**src/rtl/uart_mmio.sv**
```systemverilog
// Memory-mapped UART: TX FIFO feeding a byte serializer, single-byte RX holding
// register, status/control register and a programmable baud divisor.
module uart_mmio #(
    parameter int CLKS_PER_BIT = 434,
    parameter int FIFO_DEPTH   = 16
) (
    input  logic        clk,
    input  logic        reset,
    input  logic        sel,
    input  logic        wr_en,
    input  logic        rd_en,
    input  logic [3:0]  addr,
    input  logic [31:0] wdata,
    output logic [31:0] rdata,
    output logic        uart_tx,
    input  logic        uart_rx,
    output logic        irq
);
    localparam int          AW          = $clog2(FIFO_DEPTH);
    localparam logic [AW:0] PTR_ONE     = {{AW{1'b0}}, 1'b1};
    localparam logic [15:0] DIV_RESET   = 16'(CLKS_PER_BIT);
    localparam logic [15:0] DIV_MIN     = 16'd4;
    localparam logic [1:0]  REG_TXDATA  = 2'd0;
    localparam logic [1:0]  REG_RXDATA  = 2'd1;
    localparam logic [1:0]  REG_STATUS  = 2'd2;
    localparam logic [1:0]  REG_DIVISOR = 2'd3;

    typedef enum logic [1:0] {
        ST_IDLE  = 2'd0,
        ST_START = 2'd1,
        ST_DATA  = 2'd2,
        ST_STOP  = 2'd3
    } uart_state_t;

    function automatic logic [15:0] clamp_divisor(input logic [15:0] value);
        return (value < DIV_MIN) ? DIV_MIN : value;
    endfunction

    logic wr_txdata_s, rd_rxdata_s, wr_status_s, wr_divisor_s;
    logic [15:0] divisor_r;
    logic        tx_ie_r;
    logic        rx_overrun_r, tx_overflow_r, rx_frame_err_r;
    logic        unused_bits_s;

    logic [7:0]  fifo_mem_r [FIFO_DEPTH];
    logic [AW:0] wr_ptr_r, rd_ptr_r;
    logic        fifo_empty_s, fifo_full_s, push_ok_s, push_drop_s;
    logic [7:0]  fifo_head_s;

    uart_state_t tx_state_r, tx_state_n;
    logic [15:0] tx_cnt_r, tx_cnt_n, tx_div_r, tx_div_n;
    logic [2:0]  tx_bit_r, tx_bit_n;
    logic [7:0]  tx_shift_r, tx_shift_n;
    logic        tx_line_r, tx_line_n, tx_pop_s, tx_cnt_end_s;
    logic        tx_busy_s, tx_empty_s;

    uart_state_t rx_state_r, rx_state_n;
    logic [15:0] rx_cnt_r, rx_cnt_n, rx_div_r, rx_div_n;
    logic [2:0]  rx_bit_r, rx_bit_n;
    logic [7:0]  rx_shift_r, rx_shift_n, rx_byte_r;
    logic        rx_meta_r, rx_sync_r, rx_prev_r, rx_valid_r;
    logic        rx_fall_s, rx_half_end_s, rx_bit_end_s, rx_done_ok_s, rx_done_err_s;

    assign wr_txdata_s   = sel & wr_en & (addr[3:2] == REG_TXDATA);
    assign rd_rxdata_s   = sel & rd_en & (addr[3:2] == REG_RXDATA);
    assign wr_status_s   = sel & wr_en & (addr[3:2] == REG_STATUS);
    assign wr_divisor_s  = sel & wr_en & (addr[3:2] == REG_DIVISOR);
    assign unused_bits_s = ^{addr[1:0], wdata[31:16]};

    // A pop in the same cycle frees the slot a push to a full FIFO lands in.
    assign fifo_empty_s = (wr_ptr_r == rd_ptr_r);
    assign fifo_full_s  = (wr_ptr_r[AW] != rd_ptr_r[AW]) &&
                          (wr_ptr_r[AW-1:0] == rd_ptr_r[AW-1:0]);
    assign push_ok_s    = wr_txdata_s & (~fifo_full_s | tx_pop_s);
    assign push_drop_s  = wr_txdata_s & fifo_full_s & ~tx_pop_s;
    assign fifo_head_s  = fifo_mem_r[rd_ptr_r[AW-1:0]];

    // FIFO storage, no reset needed since pointers gate visibility.
    always_ff @(posedge clk) begin
        if (push_ok_s) begin
            fifo_mem_r[wr_ptr_r[AW-1:0]] <= wdata[7:0];
        end
    end

    // FIFO pointers.
    always_ff @(posedge clk or posedge reset) begin
        if (reset) begin
            wr_ptr_r <= {(AW+1){1'b0}};
            rd_ptr_r <= {(AW+1){1'b0}};
        end else begin
            if (push_ok_s) wr_ptr_r <= wr_ptr_r + PTR_ONE;
            if (tx_pop_s)  rd_ptr_r <= rd_ptr_r + PTR_ONE;
        end
    end

    // Control registers and sticky flags; a set event beats a same-cycle clear.
    always_ff @(posedge clk or posedge reset) begin
        if (reset) begin
            divisor_r      <= DIV_RESET;
            tx_ie_r        <= 1'b0;
            rx_overrun_r   <= 1'b0;
            tx_overflow_r  <= 1'b0;
            rx_frame_err_r <= 1'b0;
        end else begin
            if (wr_divisor_s) divisor_r <= clamp_divisor(wdata[15:0]);
            if (wr_status_s)  tx_ie_r   <= wdata[8];
            rx_overrun_r   <= (rx_done_ok_s & rx_valid_r & ~rd_rxdata_s) |
                              (rx_overrun_r & ~(wr_status_s & wdata[4]));
            tx_overflow_r  <= push_drop_s | (tx_overflow_r & ~(wr_status_s & wdata[5]));
            rx_frame_err_r <= rx_done_err_s | (rx_frame_err_r & ~(wr_status_s & wdata[6]));
        end
    end

    assign tx_cnt_end_s = (tx_cnt_r == tx_div_r - 16'd1);
    assign tx_busy_s    = (tx_state_r != ST_IDLE);
    assign tx_empty_s   = fifo_empty_s & ~tx_busy_s;

    // TX next-state: STOP chains straight into START when more data is queued.
    always_comb begin
        tx_state_n = tx_state_r;
        tx_cnt_n   = tx_cnt_r + 16'd1;
        tx_bit_n   = tx_bit_r;
        tx_shift_n = tx_shift_r;
        tx_div_n   = tx_div_r;
        tx_line_n  = tx_line_r;
        tx_pop_s   = 1'b0;
        case (tx_state_r)
            ST_IDLE: begin
                tx_cnt_n  = 16'd0;
                tx_line_n = 1'b1;
                if (!fifo_empty_s) begin
                    tx_pop_s   = 1'b1;
                    tx_shift_n = fifo_head_s;
                    tx_div_n   = divisor_r;
                    tx_line_n  = 1'b0;
                    tx_state_n = ST_START;
                end else begin
                    tx_state_n = ST_IDLE;
                end
            end
            ST_START: begin
                if (tx_cnt_end_s) begin
                    tx_cnt_n   = 16'd0;
                    tx_bit_n   = 3'd0;
                    tx_line_n  = tx_shift_r[0];
                    tx_state_n = ST_DATA;
                end else begin
                    tx_state_n = ST_START;
                end
            end
            ST_DATA: begin
                if (tx_cnt_end_s) begin
                    tx_cnt_n = 16'd0;
                    if (tx_bit_r == 3'd7) begin
                        tx_line_n  = 1'b1;
                        tx_state_n = ST_STOP;
                    end else begin
                        tx_bit_n   = tx_bit_r + 3'd1;
                        tx_shift_n = {1'b0, tx_shift_r[7:1]};
                        tx_line_n  = tx_shift_r[1];
                        tx_state_n = ST_DATA;
                    end
                end else begin
                    tx_state_n = ST_DATA;
                end
            end
            ST_STOP: begin
                if (tx_cnt_end_s) begin
                    tx_cnt_n = 16'd0;
                    if (!fifo_empty_s) begin
                        tx_pop_s   = 1'b1;
                        tx_shift_n = fifo_head_s;
                        tx_div_n   = divisor_r;
                        tx_line_n  = 1'b0;
                        tx_state_n = ST_START;
                    end else begin
                        tx_line_n  = 1'b1;
                        tx_state_n = ST_IDLE;
                    end
                end else begin
                    tx_state_n = ST_STOP;
                end
            end
            default: begin
                tx_line_n  = 1'b1;
                tx_state_n = ST_IDLE;
            end
        endcase
    end

    // TX state register; the line register makes uart_tx glitch-free.
    always_ff @(posedge clk or posedge reset) begin
        if (reset) begin
            tx_state_r <= ST_IDLE;
            tx_cnt_r   <= 16'd0;
            tx_bit_r   <= 3'd0;
            tx_shift_r <= 8'd0;
            tx_div_r   <= DIV_RESET;
            tx_line_r  <= 1'b1;
        end else begin
            tx_state_r <= tx_state_n;
            tx_cnt_r   <= tx_cnt_n;
            tx_bit_r   <= tx_bit_n;
            tx_shift_r <= tx_shift_n;
            tx_div_r   <= tx_div_n;
            tx_line_r  <= tx_line_n;
        end
    end

    assign rx_fall_s     = rx_prev_r & ~rx_sync_r;
    assign rx_half_end_s = (rx_cnt_r == {1'b0, rx_div_r[15:1]} - 16'd1);
    assign rx_bit_end_s  = (rx_cnt_r == rx_div_r - 16'd1);

    // RX next-state: START re-checks the line at half a bit to reject glitches.
    always_comb begin
        rx_state_n    = rx_state_r;
        rx_cnt_n      = rx_cnt_r + 16'd1;
        rx_bit_n      = rx_bit_r;
        rx_shift_n    = rx_shift_r;
        rx_div_n      = rx_div_r;
        rx_done_ok_s  = 1'b0;
        rx_done_err_s = 1'b0;
        case (rx_state_r)
            ST_IDLE: begin
                rx_cnt_n = 16'd0;
                if (rx_fall_s) begin
                    rx_div_n   = divisor_r;
                    rx_state_n = ST_START;
                end else begin
                    rx_state_n = ST_IDLE;
                end
            end
            ST_START: begin
                if (rx_half_end_s) begin
                    rx_cnt_n   = 16'd0;
                    rx_bit_n   = 3'd0;
                    rx_state_n = rx_sync_r ? ST_IDLE : ST_DATA;
                end else begin
                    rx_state_n = ST_START;
                end
            end
            ST_DATA: begin
                if (rx_bit_end_s) begin
                    rx_cnt_n   = 16'd0;
                    rx_shift_n = {rx_sync_r, rx_shift_r[7:1]};
                    rx_bit_n   = rx_bit_r + 3'd1;
                    rx_state_n = (rx_bit_r == 3'd7) ? ST_STOP : ST_DATA;
                end else begin
                    rx_state_n = ST_DATA;
                end
            end
            ST_STOP: begin
                if (rx_bit_end_s) begin
                    rx_cnt_n      = 16'd0;
                    rx_done_ok_s  = rx_sync_r;
                    rx_done_err_s = ~rx_sync_r;
                    rx_state_n    = ST_IDLE;
                end else begin
                    rx_state_n = ST_STOP;
                end
            end
            default: begin
                rx_state_n = ST_IDLE;
            end
        endcase
    end

    // RX synchronizer, state register and holding register.
    always_ff @(posedge clk or posedge reset) begin
        if (reset) begin
            rx_meta_r  <= 1'b1;
            rx_sync_r  <= 1'b1;
            rx_prev_r  <= 1'b1;
            rx_state_r <= ST_IDLE;
            rx_cnt_r   <= 16'd0;
            rx_bit_r   <= 3'd0;
            rx_shift_r <= 8'd0;
            rx_div_r   <= DIV_RESET;
            rx_byte_r  <= 8'd0;
            rx_valid_r <= 1'b0;
        end else begin
            rx_meta_r  <= uart_rx;
            rx_sync_r  <= rx_meta_r;
            rx_prev_r  <= rx_sync_r;
            rx_state_r <= rx_state_n;
            rx_cnt_r   <= rx_cnt_n;
            rx_bit_r   <= rx_bit_n;
            rx_shift_r <= rx_shift_n;
            rx_div_r   <= rx_div_n;
            if (rx_done_ok_s) begin
                rx_byte_r  <= rx_shift_r;
                rx_valid_r <= 1'b1;
            end else if (rd_rxdata_s) begin
                rx_valid_r <= 1'b0;
            end
        end
    end

    // Read mux; a consumed byte reads back as bare 0x80000000.
    always_comb begin
        rdata = 32'd0;
        if (sel) begin
            case (addr[3:2])
                REG_TXDATA:  rdata = 32'd0;
                REG_RXDATA:  rdata = {~rx_valid_r, 23'd0, (rx_valid_r ? rx_byte_r : 8'd0)};
                REG_STATUS:  rdata = {23'd0, tx_ie_r, 1'b0, rx_frame_err_r, tx_overflow_r,
                                      rx_overrun_r, rx_valid_r, tx_busy_s, tx_empty_s, fifo_full_s};
                REG_DIVISOR: rdata = {16'd0, divisor_r};
                default:     rdata = 32'd0;
            endcase
        end else begin
            rdata = 32'd0;
        end
    end

    assign uart_tx = tx_line_r;
    assign irq     = rx_valid_r | (tx_ie_r & tx_empty_s);

endmodule
```
**config.mk**
```make
export PLATFORM = sky130hd
export DESIGN_NAME = uart_mmio
export DESIGN_NICKNAME = d
export VERILOG_FILES = /design/src/rtl/uart_mmio.sv
export SDC_FILE = /design/constraint.sdc
export NUM_CORES = 1
export LEC_CHECK = 0
export BUFFER_PORTS_ARGS = -buffer_cell sky130_fd_sc_hd__buf_4
export CAP_MARGIN = 20
export CORE_UTILIZATION = 35
export CTS_CLUSTER_DIAMETER = 150
export DETAILED_ROUTE_END_ITERATION = 10
export GPL_TIMING_DRIVEN = 0
export HOLD_SLACK_MARGIN = 0.12
export PLACE_DENSITY_LB_ADDON = 0.2
export SKIP_LAST_GASP = 1
export SLEW_MARGIN = 40
export SYNTH_ARGS = -nofsm -noshare
export SYNTH_HDL_FRONTEND = slang
export SYNTH_SLANG_ARGS = --single-unit
```
**constraint.sdc**
```tcl
create_clock -name clk -period 14.7 [get_ports clk]
set_input_delay 3.675 -clock clk [delete_from_list [all_inputs] [get_ports clk]]
set_output_delay 3.675 -clock clk [all_outputs]
set_load 0.1 [all_outputs]
```
==> impl_metrics.ini <==
[synth]
synth_commonest_cells = edfxtp_1, dfrtp_1, mux2_2, nor2_1, xnor2_1
synthTopCellsByArea = edfxtp_1, dfrtp_1, mux4_2
netlist.area_leader.share_pct = 30.3
synth_most_common_cell = edfxtp_1
syn_inst = 966
syn_area_sq_um = 12700
synth-seq-area-share_pct = 56.7
synth_edf_count = 128
yosysWarningCount = 0
synth_top_flop_cell = edfxtp_1
synth-seq-cells = 261
synth_top_cell_by_area = edfxtp_1
yosysUniqueCellTypes = 66
ys_async_sr_fraction_pct = 51.0
avgSynthCellArea_sq_um = 13.1

[power_and_ir_drop]
sw_frac_of_total_pct = 34.6
p_sw_w = 0.000854
peakVddDrop_v = 0.0000992
power.internal_w = 0.00161
combPwrFrac_pct = 32.7
power.total_w = 0.00247
pwr-share-clk_pct = 27.5
p_per_area_nw_per_um2 = 169
power_frac_seq_pct = 39.8
p_leak_nw = 5.67

[setup_path]
slowest_delay_ns = 0.43
critPathLaunch = addr[2]
arrival_ns = 5.35
critical_path.max_fanout = 10
crit_path_start_kind = input pin
end_kind = output port
r2r_start = tx_div_r[0]
criticalPathCategory = in2out
cp_data_required_time_ns = 11.02
cp_cell_sequence = clkbuf_1, buf_1, and3_1, and2_1, buf_4
cp_slowest_cell = and3_1

[cts]
cts_setup_buffers = 0
clkTransAtPathRegs_ns = 0.06
cts_root_buf = clkbuf_16
cts_resized = 0
cts_tree = done
clock-sinks = 261
numCtsBuffers = 29
clk_latency_ns = 0.56
cts_hold_buf = 0
cts_max_level = 1
clock_path_buffers = 3

[global_routing]
grt_max_degree = 69
grt_pass1_wl_microns = 44100
overflow = 0
antenna_found_initial = 0
grt_pass1_vias = 7588
grtUsageTotal_pct = 15.5

[finish]
fillers = 3356
final_core_util_pct = 41.0
seq_area_sq_um = 7200
area_growth_pct = 15.2
diodes = 0
nNetsFinal = 1115
multi_input_area_sq_um = 5200
layout-drive-gt1-share_pct = 23.7

[outcome]
violations = DRC
status = finished, violations left

[worst_hold_path]
hold_path_startpoint = rx_meta_r
holdCritPathClass = reg2reg

[timing]
period_minus_slack_ns = 9.03
min_period_over_period_pct = 61.4
clock_skew_ns = 0.0127
setup_viol_count_final = 0
fin_setup_tns_ns = 0
fmax_ghz = 0.111
holdWs_ns = 0.365
slew_violations = 0
rsz0062_at_grt = no
relSlewSlack_pct = 44.9
layout_setup_ws_ns = 5.67
worst_pin_slew_ns = 0.823
finalHoldViolCount = 0

[drt]
wl_per_cell_microns = 18.2
final_antenna_net_count = 0
dr.pass1.iters = 8
num_vias = 7784
drt_first_iter_violations = 523
drc_errors = 12
wirelength_microns = 27900
viasPerCell = 5.06

[job]
cap_viol_max_count = 0

[floorplan]
dieArea_sq_um = 37100
start_util_pct = 35.6
ios = 76
num_rows = 69
design.core.area_sq_um = 35700
die_h_microns = 192
die-width_microns = 192

[place]
port_buffers = 40
gp_congestion = 0.812
pre_cts_slack_ns = 5.68
hpwl_microns = 19600
per-layer routing:
layer | global-route usage, % | wire (microns) | share of wire, % | vias up
met5 | 0 | 0 | 0 | -
met2 | 25.4 | 13200 | 47 | 125
li1 | - | - | - | 3702
met4 | 3.42 | 530 | 1.9 | 0
met1 | 21.6 | 13200 | 47 | 3921
met3 | 2.22 | 981 | 3.5 | 36
cells by family after synthesis:
logic type | after synthesis | synth area share, %
compound gates | 89 | 4.93
xor+xnor | 100 | 6.90
fa+ha+maj | 19 | 1.87
buf+inv | 85 | 3.05
flops | 261 | 56.7
mux | 127 | 14.7
other cells | 1 | 0.0295
simple gates | 284 | 11.8
cells in the final DEF, fill, tap and decap left out, types with 7 or more instances in the layout:
master and instances:
a21oi_1 9, and2_1 16, and3_1 24, buf_4 57, clkbuf_1 42, clkbuf_16 29
clkinv_1 9, conb_1 15, dfrtp_1 114, dfstp_2 19, edfxtp_1 128, ha_1 19
inv_1 21, mux2_2 74, mux2i_1 7, mux4_2 40, nand2_1 46, nand2b_1 11
nand3_1 27, nand4_1 13, nor2_1 67, nor2b_1 18, nor3_1 12, nor4_1 13
o21ai_0 26, xnor2_1 57, xor2_1 43
per-stage QoR:
| step | std cells | area, sq um |
|---|---|---|
| 2_1_floorplan | 980 | 12800 |
| 5_1_grt | 1538 | 14600 |
| 6_report | 1538 | 14600 |
| 4_1_cts | 1538 | 14600 |
| 3_5_place_dp | 1484 | 13700 |
| 3_3_place_gp | 1481 | 13600 |
cell type report:
| type | instances | share of cell area [%] |
|---|---|---|
| plain buffers | 62 | 2.09 |
| clock buffers | 34 | 5.09 |
| clock inverters | 20 | 0.984 |
| inverters | 23 | 0.642 |
| multi-input cells | 634 | 35.6 |
| flip-flops and latches | 261 | 49.2 |
| well taps | 461 | 3.94 |
| repair buffers | 43 | 2.48 |
final timing paths:
| kind | to | slack (ns) | cells past startpoint |
|---|---|---|---|
| min reg2reg | rx_sync_r | 0.37 | 0 |
| max | rdata[11] | 5.67 | 5 |
| min in group asynchronous | rx_shift_r[4] | 3.00 | 2 |
| max in group asynchronous | uart_tx | 10.79 | 4 |
| min | rx_sync_r | 0.37 | 0 |
| max reg2reg | fifo_mem_r[1][1] | 9.85 | 12 |
worst max-delay path, delay by kind of cell:
family	cells	cell delay (ns)
simple gates	2	0.66
buf+inv	3	1.02
flip-flops by register name, summed over array words and instances (netlist names), 2 cells and up:
| name | cells |
|---|---|
| divisor_r | 16 |
| rx_bit_r | 3 |
| rx_state_r | 2 |
| rx_cnt_r | 16 |
| tx_shift_r | 8 |
| fifo_mem_r | 128 |
| rx_div_r | 16 |
| tx_div_r | 16 |
| tx_state_r | 2 |
| wr_ptr_r | 5 |
| rd_ptr_r | 5 |
| tx_cnt_r | 16 |
| rx_shift_r | 8 |
| rx_byte_r | 8 |
| tx_bit_r | 3 |
power by group through the flow:
| stage | logic, W | clock network [W] | registers, W |
|---|---|---|---|
| after floorplan | 0.000627 | 0 | 0.000968 |
| after global placement | 0.000793 | 0 | 0.000993 |
| after detailed placement | 0.000810 | 0 | 0.000993 |
| after CTS | 0.000814 | 0.000698 | 0.000980 |
| after global routing | 0.000898 | 0.000724 | 0.000999 |
| final | 0.000808 | 0.000679 | 0.000982 |
Note: power is estimated with default switching activity, not from simulation.
